## config.mk

```make
export PLATFORM = sky130hd
export DESIGN_NAME = lfsr_crypt_seq
export DESIGN_NICKNAME = d
export VERILOG_FILES = /design/src/rtl/lfsr_crypt_seq.sv
export SDC_FILE = /design/constraint.sdc
export NUM_CORES = 1
export LEC_CHECK = 0
export CELL_PAD_IN_SITES_DETAIL_PLACEMENT = 2
export CELL_PAD_IN_SITES_GLOBAL_PLACEMENT = 2
export CORE_UTILIZATION = 35
export DETAILED_ROUTE_END_ITERATION = 16
export PLACE_DENSITY_LB_ADDON = 0.25
export SYNTH_ARGS = -nofsm -noshare
export SYNTH_HDL_FRONTEND = slang
export SYNTH_SLANG_ARGS = --single-unit
```

## constraint.sdc

```tcl
create_clock -name clk -period 5.2 [get_ports clk]
set_clock_uncertainty 0.15 [all_clocks]
set_input_delay 1.3 -clock clk [delete_from_list [all_inputs] [get_ports clk]]
set_output_delay 1.3 -clock clk [all_outputs]
set_load 0.02 [all_outputs]
```

## src/rtl/lfsr_crypt_seq.sv

```systemverilog
// Run sequencer for the encryption datapath: reads preamble length, taps and seed from data memory,
// loads the external 6-bit LFSR, then writes the scrambled pad preamble followed by the scrambled message.
module lfsr_crypt_seq #(
    parameter int         MSG_LEN  = 50,
    parameter int         SRC_BASE = 0,
    parameter int         CFG_BASE = 61,
    parameter int         DST_BASE = 64,
    parameter int         PRE_MIN  = 7,
    parameter int         PRE_MAX  = 12,
    parameter logic [7:0] PAD_CHAR = 8'h5F
) (
    input  logic       clk,
    input  logic       init_n,
    input  logic       start,
    output logic       busy,
    output logic       done,
    output logic [7:0] raddr,
    input  logic [7:0] data_out,
    output logic [7:0] waddr,
    output logic [7:0] data_in,
    output logic       write_en,
    output logic       lfsr_en,
    output logic       lfsr_load,
    output logic [5:0] taps,
    output logic [5:0] seed,
    input  logic [5:0] lfsr_state
);

    localparam logic [7:0] SRC_ADDR  = 8'(SRC_BASE);
    localparam logic [7:0] DST_ADDR  = 8'(DST_BASE);
    localparam logic [7:0] CFG_PRE   = 8'(CFG_BASE);
    localparam logic [7:0] CFG_TAPS  = 8'(CFG_BASE + 1);
    localparam logic [7:0] CFG_SEED  = 8'(CFG_BASE + 2);
    localparam logic [7:0] PRE_LO    = 8'(PRE_MIN);
    localparam logic [7:0] PRE_HI    = 8'(PRE_MAX);
    localparam logic [7:0] MSG_LAST  = 8'(MSG_LEN - 1);

    generate
        if (DST_BASE + PRE_MAX + MSG_LEN > 256) begin : g_bad_params
            $error("lfsr_crypt_seq: DST_BASE+PRE_MAX+MSG_LEN exceeds the 8-bit address space");
        end
    endgenerate

    typedef enum logic [2:0] {
        IDLE, LD_PRE, LD_TAPS, LD_SEED, SEED, PRE, MSG, DONE
    } state_t;

    state_t     state_reg, state_next;
    logic [7:0] p_reg, p_next;
    logic [7:0] k_reg, k_next;
    logic [5:0] taps_reg, taps_next;
    logic [5:0] seed_reg, seed_next;
    logic [7:0] raddr_reg, waddr_reg, data_in_reg;
    logic [7:0] pre_clamped;

    assign taps = taps_reg;
    assign seed = seed_reg;

    always_comb begin
        if (data_out < PRE_LO)
            pre_clamped = PRE_LO;
        else if (data_out > PRE_HI)
            pre_clamped = PRE_HI;
        else
            pre_clamped = data_out;
    end

    // Outputs are decoded from the state so that an asynchronous reset drops the enables immediately;
    // addresses and write data fall back to their last driven value outside the active states.
    always_comb begin
        state_next = state_reg;
        p_next     = p_reg;
        k_next     = k_reg;
        taps_next  = taps_reg;
        seed_next  = seed_reg;
        raddr      = raddr_reg;
        waddr      = waddr_reg;
        data_in    = data_in_reg;
        write_en   = 1'b0;
        lfsr_en    = 1'b0;
        lfsr_load  = 1'b0;
        busy       = 1'b0;
        done       = 1'b0;
        case (state_reg)
            IDLE, DONE: begin
                done = (state_reg == DONE);
                if (start) begin
                    state_next = LD_PRE;
                    k_next     = 8'd0;
                end
            end
            LD_PRE: begin
                busy       = 1'b1;
                raddr      = CFG_PRE;
                p_next     = pre_clamped;
                state_next = LD_TAPS;
            end
            LD_TAPS: begin
                busy       = 1'b1;
                raddr      = CFG_TAPS;
                taps_next  = data_out[5:0];
                state_next = LD_SEED;
            end
            LD_SEED: begin
                busy       = 1'b1;
                raddr      = CFG_SEED;
                seed_next  = (data_out[5:0] == 6'd0) ? 6'h01 : data_out[5:0];
                state_next = SEED;
            end
            SEED: begin
                busy       = 1'b1;
                lfsr_load  = 1'b1;
                state_next = PRE;
            end
            PRE: begin
                busy     = 1'b1;
                write_en = 1'b1;
                lfsr_en  = 1'b1;
                waddr    = DST_ADDR + k_reg;
                data_in  = PAD_CHAR ^ {2'b00, lfsr_state};
                if (k_reg == p_reg - 8'd1) begin
                    k_next     = 8'd0;
                    state_next = MSG;
                end else begin
                    k_next = k_reg + 8'd1;
                end
            end
            MSG: begin
                busy     = 1'b1;
                write_en = 1'b1;
                lfsr_en  = 1'b1;
                raddr    = SRC_ADDR + k_reg;
                waddr    = DST_ADDR + p_reg + k_reg;
                data_in  = data_out ^ {2'b00, lfsr_state};
                if (k_reg == MSG_LAST)
                    state_next = DONE;
                else
                    k_next = k_reg + 8'd1;
            end
            default: state_next = IDLE;
        endcase
    end

    always_ff @(posedge clk or negedge init_n) begin
        if (!init_n) begin
            state_reg   <= IDLE;
            p_reg       <= 8'd0;
            k_reg       <= 8'd0;
            taps_reg    <= 6'd0;
            seed_reg    <= 6'd0;
            raddr_reg   <= 8'd0;
            waddr_reg   <= 8'd0;
            data_in_reg <= 8'd0;
        end else begin
            state_reg   <= state_next;
            p_reg       <= p_next;
            k_reg       <= k_next;
            taps_reg    <= taps_next;
            seed_reg    <= seed_next;
            raddr_reg   <= raddr;
            waddr_reg   <= waddr;
            data_in_reg <= data_in;
        end
    end

endmodule
```

After elaboration in Yosys (flattened, before gate mapping)
Cells that the tools add are included.
{"block": "totals", "wordCells": 56, "reg_bits": 55, "out_inout_bits": 41, "in_bits": 17}
{"block": "classes", "n_eq_ne": 13, "n_bitwise": 2, "n_addsub": 5, "mux": 18, "order_cmp": 2, "reduce_logical": 8}
{"cell": "$mux W8", "count": 5}
{"cell": "$pmux W8 S2", "count": 2}
{"cell": "$pmux W8 S4", "count": 1}
{"cell": "$pmux W8 S3", "count": 1}
{"cell": "$pmux W3 S7", "count": 1}
{"cell": "$add A7 B8 Y8 const A", "count": 2}
{"cell": "$eq A3 B3 Y1 const B", "count": 4}
{"cell": "$mux W3", "count": 3}
{"cell": "$add A8 B1 Y8 const B", "count": 1}
{"cell": "$add A8 B8 Y8", "count": 1}
{"cell": "$eq A8 B6 Y1 const B", "count": 1}
{"cell": "$eq A8 B8 Y1", "count": 1}
{"cell": "$gt A8 B4 Y1 const B", "count": 1}
{"cell": "$lt A8 B3 Y1 const B", "count": 1}
{"cell": "$ne A2 B2 Y1 const B", "count": 4}
{"cell": "$sub A8 B1 Y8 const B", "count": 1}
{"cell": "$xor A8 B6 Y8", "count": 1}
{"cell": "$eq A3 B2 Y1 const B", "count": 2}
{"cell": "$logic_not A6 Y1", "count": 1}
{"cell": "$mux W6", "count": 1}
{"cell": "$not A5 Y6", "count": 1}
{"cell": "$reduce_and A3 Y1", "count": 2}
{"cell": "$reduce_or A6 Y1", "count": 1}
{"cell": "$mux W1", "count": 4}
{"cell": "4 further kinds", "count": 5}

Logic depth before layout (Yosys ltp)
Gate-level depths: netlist (run 1).
{"block": "depth", "depth_word": 4, "depth_mapped": 11}

Least setup slack after synthesis (run 1)
Ideal clock, no wire load.
{"block": "synth_timing", "kind": "register to output", "start": "register k_reg[1]", "end": "output waddr[7]", "setup_slack_ps": 1467, "arrival_ps": 2283, "stages_incl_launch_ff": 12, "required_time_ps": 3750, "path_buffers": 0, "path_cell_list": "dfrtp_1 > ha_1 > ha_1 > inv_1 > fa_1 > inv_1 > a21o_1 > a21oi_1 > o21bai_1 > a21oi_1 > xnor2_1 > o221ai_1"}
{"block": "synth_between", "elab_chain_cells": 2, "elab_cells_between_ends": 3}
{"item": "start: declaration", "line": "50", "source": "logic [7:0] k_reg, k_next;"}
{"item": "start signal: assignment", "line": "157", "source": "k_reg <= k_next;"}
{"item": "$add A8 B8 Y8 / $add A7 B8 Y8 (equally long branches)", "line": "133, 119"}
{"item": "$pmux W8 S2 (*)", "line": "84", "source": "case (state_reg)"}
{"item": "end: declaration", "line": "19", "source": "output logic [7:0] waddr,"}
Mark *: on every way between the ends. The rest lies on a longest branch, timed or not.

Worst setup path after layout (run 1)
Same ends and word-level chain as after synthesis.

==> out/metrics.yaml, run 1 <==
synthCells: 338
h-tree-depth: 2
combPwrFrac_pct: 7.6
setup_viol: 0
p_switching_w: 0.000188
dr_total_vias: 2760
insertion_delay_ns: 0.32
ys_top_cells_by_area: "dfrtp_1 43%, ha_1 6.7%, a21oi_1 5.7%, o22ai_1 4.7%, nor2_1 4.3%"
syn_area_mm2: 0.00317
io_buffer_count: 57
hold_viol_final: 0
yosys.area.top_type: "dfrtp_1"
initial_core_util_pct: 36.2
place_ws_ns: 0.668
ys_warn_count: 0
antenna_found_initial: 0
cp_slowest_stage_delay_ns: 0.68
rsz0062_at_grt: "no"
ir_drop_uv: 123
max_freq_mhz: 203
synth_edf_count: 0
grt_max_degree: 56
synth_top_area_share_pct: 43.4
p_int_w: 0.000619
cts_hold_buf: 0
yosys_most_used_dff: "dfrtp_1"
slew_viol_final: 0
fillCellCount: 966
p_clk_share_pct: 38.4
period_share_pct: 94.8
numCtsBuffers: 5
reg2reg_slack_ns: 2.41
final_nets: 425
synthDistinctLibCells: 52
die_h_um: 97.2
path_cells: "ha_1 > ha_1 > inv_1 > fa_1 > inv_1 > a21o_1 > a21oi_1 > o21bai_1 > a21oi_1 > xnor2_1 > o221ai_1 > clkdlybuf4s50_1"
dieWidth_um: 97.2
slowest_stage: "clkdlybuf4s50_1"
layout_commonest_cell: "clkdlybuf4s50_1"
vias_per_cell: 5.53
wl_um: 10000
dp_hpwl_um: 7490
path_clk_slew_ns: 0.11
swShare_pct: 23.3
syn_avg_cell_area_um2: 9.38
cts_tree: "done"
cts_buffer_depth: 2
cts_setup_buffers: 0
drtPass1Iterations: 4
worstPathMaxFanout: 7
crit_buf_inv: 3
overflow: 0
yosysSeqAreaShare_pct: 43.4
die-area_mm2: 0.00944
worst_slack_ns: 0.272
path_delay_family: "compound AO/OA/AOI/OAI gates"
min_path_type: "reg -> reg"
power_w: 0.000807
grt_pass1_wl_um: 16300
rows: 34
diodes: 0
ant_nets: 0
cts-root-buf: "clkbuf_8"
routedWlPerCell_um: 20.1
ys_ff_latch: 55
p_leak_nw: 1.70
gp_congestion: 0.785
status: "completed"
ctsResizeCount: 0
power_density_mw_per_mm2: 204
max_slew_margin_pct: 50.4
cp_data_required_time_ns: 3.75
worstMarginPinSlew_ns: 0.745
grt_pass1_vias: 3067
maxCapViolations: 0
synth_nets: 373
arrival_ns: 3.48
cp-start-kind: "flop"
grt_use_total_pct: 22.1
crit_path_end_kind: "primary output"
tns_ns: 0
syn_to_final_growth_pct: 24.6
drc_errors: 0
ys_async_sr_fraction_pct: 100
final_cell_mix: "56 x clkdlybuf4s50_1, 55 x dfrtp_1, 36 x nor2_1, 36 x a21oi_1, 25 x nand2_1"
coreArea_mm2: 0.00876
power_frac_seq_pct: 54.1
boundaryPins: 58
cts_sinks: 55
drive_above_1_share_pct: 8.44
worstSetupPathType: "reg -> out"
timing.final.crit_period_ns: 4.93
drt_iter0_markers: 102
## worst register-to-register path, stage by stage (launching register included)
cell,delay [ns]
dfrtp_1,0.48
ha_1,0.31
ha_1,0.20
inv_1,0.08
fa_1,0.22
inv_1,0.06
a21o_1,0.18
a21oi_1,0.24
o21bai_1,0.09
a21oi_1,0.20
xnor2_1,0.20
o221ai_1,0.19
## per-layer routing
layer  part of all wire (%)  track usage, %  vias to the layer above
met1                     45            27.7                     1401
li1                       -               -                     1288
met2                     49            38.5                       55
met3                    3.3            4.03                       16
met5                      0               0                        -
met4                    2.2            6.77                        0
## power by group through the flow
stage                     Combinational [W]  Sequential [W]  Clock [W]
after floorplan                   0.0000191        0.000447          0
after global placement            0.0000610        0.000444          0
after global routing              0.0000668        0.000437   0.000332
final                             0.0000612        0.000436   0.000309
after detailed placement          0.0000620        0.000445          0
after CTS                         0.0000624        0.000436   0.000320
## worst paths after layout
| check | start | to | cells past startpoint |
|---|---|---|---|
| worst max-delay path | k_reg[1] | waddr[7] | 12 |
| worst min-delay path | seed[0] | seed[0] | 2 |
| worst max register to register | k_reg[1] | waddr_reg[7] | 11 |
| worst min register to register | seed[0] | seed[0] | 2 |
| max in group asynchronous | init_n | state_reg[1] | 2 |
| min in group asynchronous | init_n | p_reg[4] | 2 |
## cells in the mapped netlist, types with 3 or more instances
cell type  number
xor2_1         13
mux2_2          9
buf_4           3
nor3_1          5
a22oi_1         3
a21o_1          4
a21oi_1        36
nand3_1         3
and2_1          4
clkbuf_1        6
nand2_1        25
dfrtp_1        55
buf_2           6
nand2b_1        3
nor2_1         36
ha_1           17
o21ai_0        14
o22ai_1        24
inv_1          18
xnor2_1        14
buf_1           3
## cells by family (layout without fill, tap and decap cells)
kind of cell             count (synthesis)  after routing  share of synthesized area [%]
AND/OR/NAND/NOR                         91             91                           13.4
flip-flops                              55             55                           43.4
buffers and inverters                   38             91                           5.09
adder cells (fa/ha/maj)                 18             18                           7.34
multiplexers                            10             10                           3.51
AO/OA/AOI/OAI                           98             98                           19.2
XOR/XNOR                                28             28                           7.97
## area by class of cell
cell class / count / area, um2 / area share (%)
Multi-Input combinational cell: 245 / 1630 / 41.3
Sequential cell: 55 / 1380 / 34.8
Timing Repair Buffer: 63 / 611 / 15.5
Tap cell: 108 / 135 / 3.42
Clock buffer: 6 / 82.6 / 2.09
Inverter: 20 / 75.1 / 1.90
Clock inverter: 2 / 38.8 / 0.982
## per-stage QoR
step	cell area, um2	instances	hold WS (ns)	util, %
floorplan	3170	338	0.351	-
finish	3950	499	0.351	45.1
detailed placement	3830	491	0.330	43.7
global route	3950	499	0.386	45.1
CTS	3950	499	0.357	45.1
global placement	3830	491	0.316	43.7
Note: power is estimated with default switching activity, not from simulation.
==> run 2: changes to the inputs <==
--- a/config.mk
+++ b/config.mk
@@ -7,6 +7,7 @@
 export LEC_CHECK = 0
 export CELL_PAD_IN_SITES_DETAIL_PLACEMENT = 2
 export CELL_PAD_IN_SITES_GLOBAL_PLACEMENT = 2
+export CORE_MARGIN = 3
 export CORE_UTILIZATION = 35
 export DETAILED_ROUTE_END_ITERATION = 16
 export PLACE_DENSITY_LB_ADDON = 0.25
==> constraint.sdc (replaced) <==
create_clock -name clk -period 6.19 [get_ports clk]
set_clock_uncertainty 0.15 [all_clocks]
set_input_delay 1.5475 -clock clk [delete_from_list [all_inputs] [get_ports clk]]
set_output_delay 1.5475 -clock clk [all_outputs]
set_load 0.02 [all_outputs]
==> run 2 against run 1 <==
Effect of this change:
- combinational power down 16%
- utilization down 0.46 points
- register-to-register slack better by 0.92 ns
- routed wire length up 1.9%
- critical path type unchanged
- critical endpoint unchanged
- highest routed layer unchanged
==> out/metrics.yaml, run 2 (synthesis gave the netlist of run 1 again) <==
status: "completed"
worstMarginPinSlew_ns: 0.747  # +0.00202 ns
crit_path_end_kind: "primary output"
initial_core_util_pct: 36.2  # unchanged
p_switching_w: 0.000169  # -9.9%
worst_slack_ns: 0.972  # +0.699 ns
dp_hpwl_um: 7590  # +1.4%
dieWidth_um: 101  # +4.1%
drtPass1Iterations: 4  # unchanged
fillCellCount: 985  # +2.0%
startpoint: "k_reg[1]"
period_share_pct: 84.3
maxCapViolations: 0  # unchanged
timing.final.crit_period_ns: 5.22
cp-start-kind: "flop"
p_leak_nw: 1.68  # -1.6%
max_slew_margin_pct: 50.2  # -0.13 points
ir_drop_uv: 86.2  # -30%
use_met2_pct: 36.4  # -2.1 points
hold_viol_final: 0  # unchanged
dr_total_vias: 2766  # +0.22%
path_clk_slew_ns: 0.12  # about the same
max_freq_mhz: 192
grt_pass1_vias: 3074  # +0.23%
die-area_mm2: 0.0102  # +8.4%
power_density_mw_per_mm2: 164  # -20%
cp-endpoint: "waddr[7]"
multi_input_area_mm2: 0.00163  # unchanged
final_util_pct: 44.6  # -0.46 points
boundaryPins: 58  # unchanged
grt_pass1_wl_um: 16700  # +2.0%
cp_slowest_stage_delay_ns: 0.67  # about the same
rsz0062_at_grt: "no"
reg2reg_from: "state_reg[0]"
cts_sinks: 55  # unchanged
path_cells: "ha_1 > ha_1 > inv_1 > fa_1 > inv_1 > a21o_1 > a21oi_1 > o21bai_1 > a21oi_1 > xnor2_1 > o221ai_1 > clkdlybuf4s50_1"
busiest_layer: "met2"
swShare_pct: 26.4  # +3.2 points
layout_commonest_cell: "clkdlybuf4s50_1"
slowest_stage: "clkdlybuf4s50_1"
tns_ns: 0  # unchanged
h-tree-depth: 2  # unchanged
vias_per_cell: 5.57  # +0.62%
cts_hold_buf: 0  # unchanged
combPwrFrac_pct: 8.0  # +0.4 points
p_int_w: 0.000471  # -24%
min_path_type: "reg -> reg"
gp_congestion: 0.785  # about the same
rows: 34  # unchanged
final_cell_mix: "56 x clkdlybuf4s50_1, 55 x dfrtp_1, 36 x nor2_1, 36 x a21oi_1, 25 x nand2_1"
power_w: 0.000640  # -21%
globalRouteMet3Util_pct: 4.68  # +0.65 points
reg2reg_slack_ns: 3.33  # +0.92 ns
regArea_mm2: 0.00138  # unchanged
antenna_found_initial: 0  # unchanged
drc_errors: 0  # unchanged
p_clk_share_pct: 34.6  # -3.8 points
grt_use_total_pct: 21.0  # -1.0 points
cts-root-buf: "clkbuf_8"
numCtsBuffers: 5  # unchanged
reg2reg_to: "p_reg[1]"
cts_tree: "done"
fin_cells: 497  # -0.40%
insertion_delay_ns: 0.33  # about the same
syn_to_final_growth_pct: 23.4
ant_nets: 0  # unchanged
met1_usage_pct: 26.3  # -1.3 points
place.detailed.instances: 489  # -0.41%
cts_setup_buffers: 0  # unchanged
wl_um: 10200  # +1.9%
place_ws_ns: 1.21  # +0.538 ns
final_nets: 423  # -0.47%
ctsResizeCount: 0  # unchanged
cts_buffer_depth: 2  # unchanged
worstPathMaxFanout: 7  # unchanged
routedWlPerCell_um: 20.5  # +2.3%
slew_viol_final: 0  # unchanged
setup_viol: 0  # unchanged
die_h_um: 101  # +4.1%
coreArea_mm2: 0.00876  # unchanged
io_buffer_count: 57  # unchanged
power_frac_seq_pct: 57.3  # +3.2 points
worstSetupPathType: "reg -> out"
grt_max_degree: 56  # unchanged
drive_above_1_share_pct: 7.97  # -0.47 points
cp_data_required_time_ns: 4.49  # +0.74 ns
overflow: 0  # unchanged
drt_iter0_markers: 77  # -25%
arrival_ns: 3.52  # +0.04 ns
r2r_cells: 5  # -6
diodes: 0  # unchanged
-- run 2: changes by cell type in the layout (fill, tap and decap cells not counted) --
cell | before | now
buf_4 | 6 | 4
bufinv_16 | 1 | 0
clkbuf_8 | 6 | 5
clkinv_4 | 0 | 1
clkinvlp_4 | 0 | 1
inv_6 | 1 | 0
inv_8 | 0 | 1
-- run 2: routing by layer --
metal,vias to the layer above,part of all wire [%]
met2,55,50
met4,0,1.9
met3,13,4.1
met5,-,0
li1,1279,-
met1,1419,44
-- run 2: worst min-delay path by stage --
stage / start / to / slack [ns] / cells after the start
finish: seed[3] / seed[3] / 0.35 / 2
detailed placement: seed[2] / seed[2] / 0.34 / 2
floorplan: p_reg[6] / p_reg[6] / 0.35 / 2
global route: seed[2] / seed[2] / 0.39 / 2
global placement: seed[0] / seed[0] / 0.31 / 2
CTS: seed[2] / seed[2] / 0.37 / 2
-- run 2: final cells by class --
class	instances	area share, %
clock buffers	5	1.76
multi-input cells	245	41.7
clock inverters	3	0.704
well taps	108	3.46
flip-flops and latches	55	35.2
inverters	20	1.92
repair buffers	61	15.2
-- run 2: critical path, delay by kind of cell (launching register included) --
kind / cells / cell delay (ns)
flops: 1 / 0.49
buf+inv: 3 / 0.80
compound gates: 5 / 1.00
xor+xnor: 1 / 0.16
fa+ha+maj: 3 / 0.73
-- run 2: through the flow --
step	hold slack [ns]	cell area, um2
after floorplan	0.351	3170
after global placement	0.313	3810
after detailed placement	0.338	3810
after CTS	0.366	3910
after global routing	0.389	3910
final	0.353	3910
-- run 2: power groups by stage --
stage          Combinational, W  Clock (W)  Sequential [W]
2_1_floorplan         0.0000160          0        0.000375
3_3_place_gp          0.0000510          0        0.000374
3_5_place_dp          0.0000523          0        0.000374
4_1_cts               0.0000526   0.000232        0.000367
5_1_grt               0.0000568   0.000240        0.000368
6_report              0.0000514   0.000221        0.000367
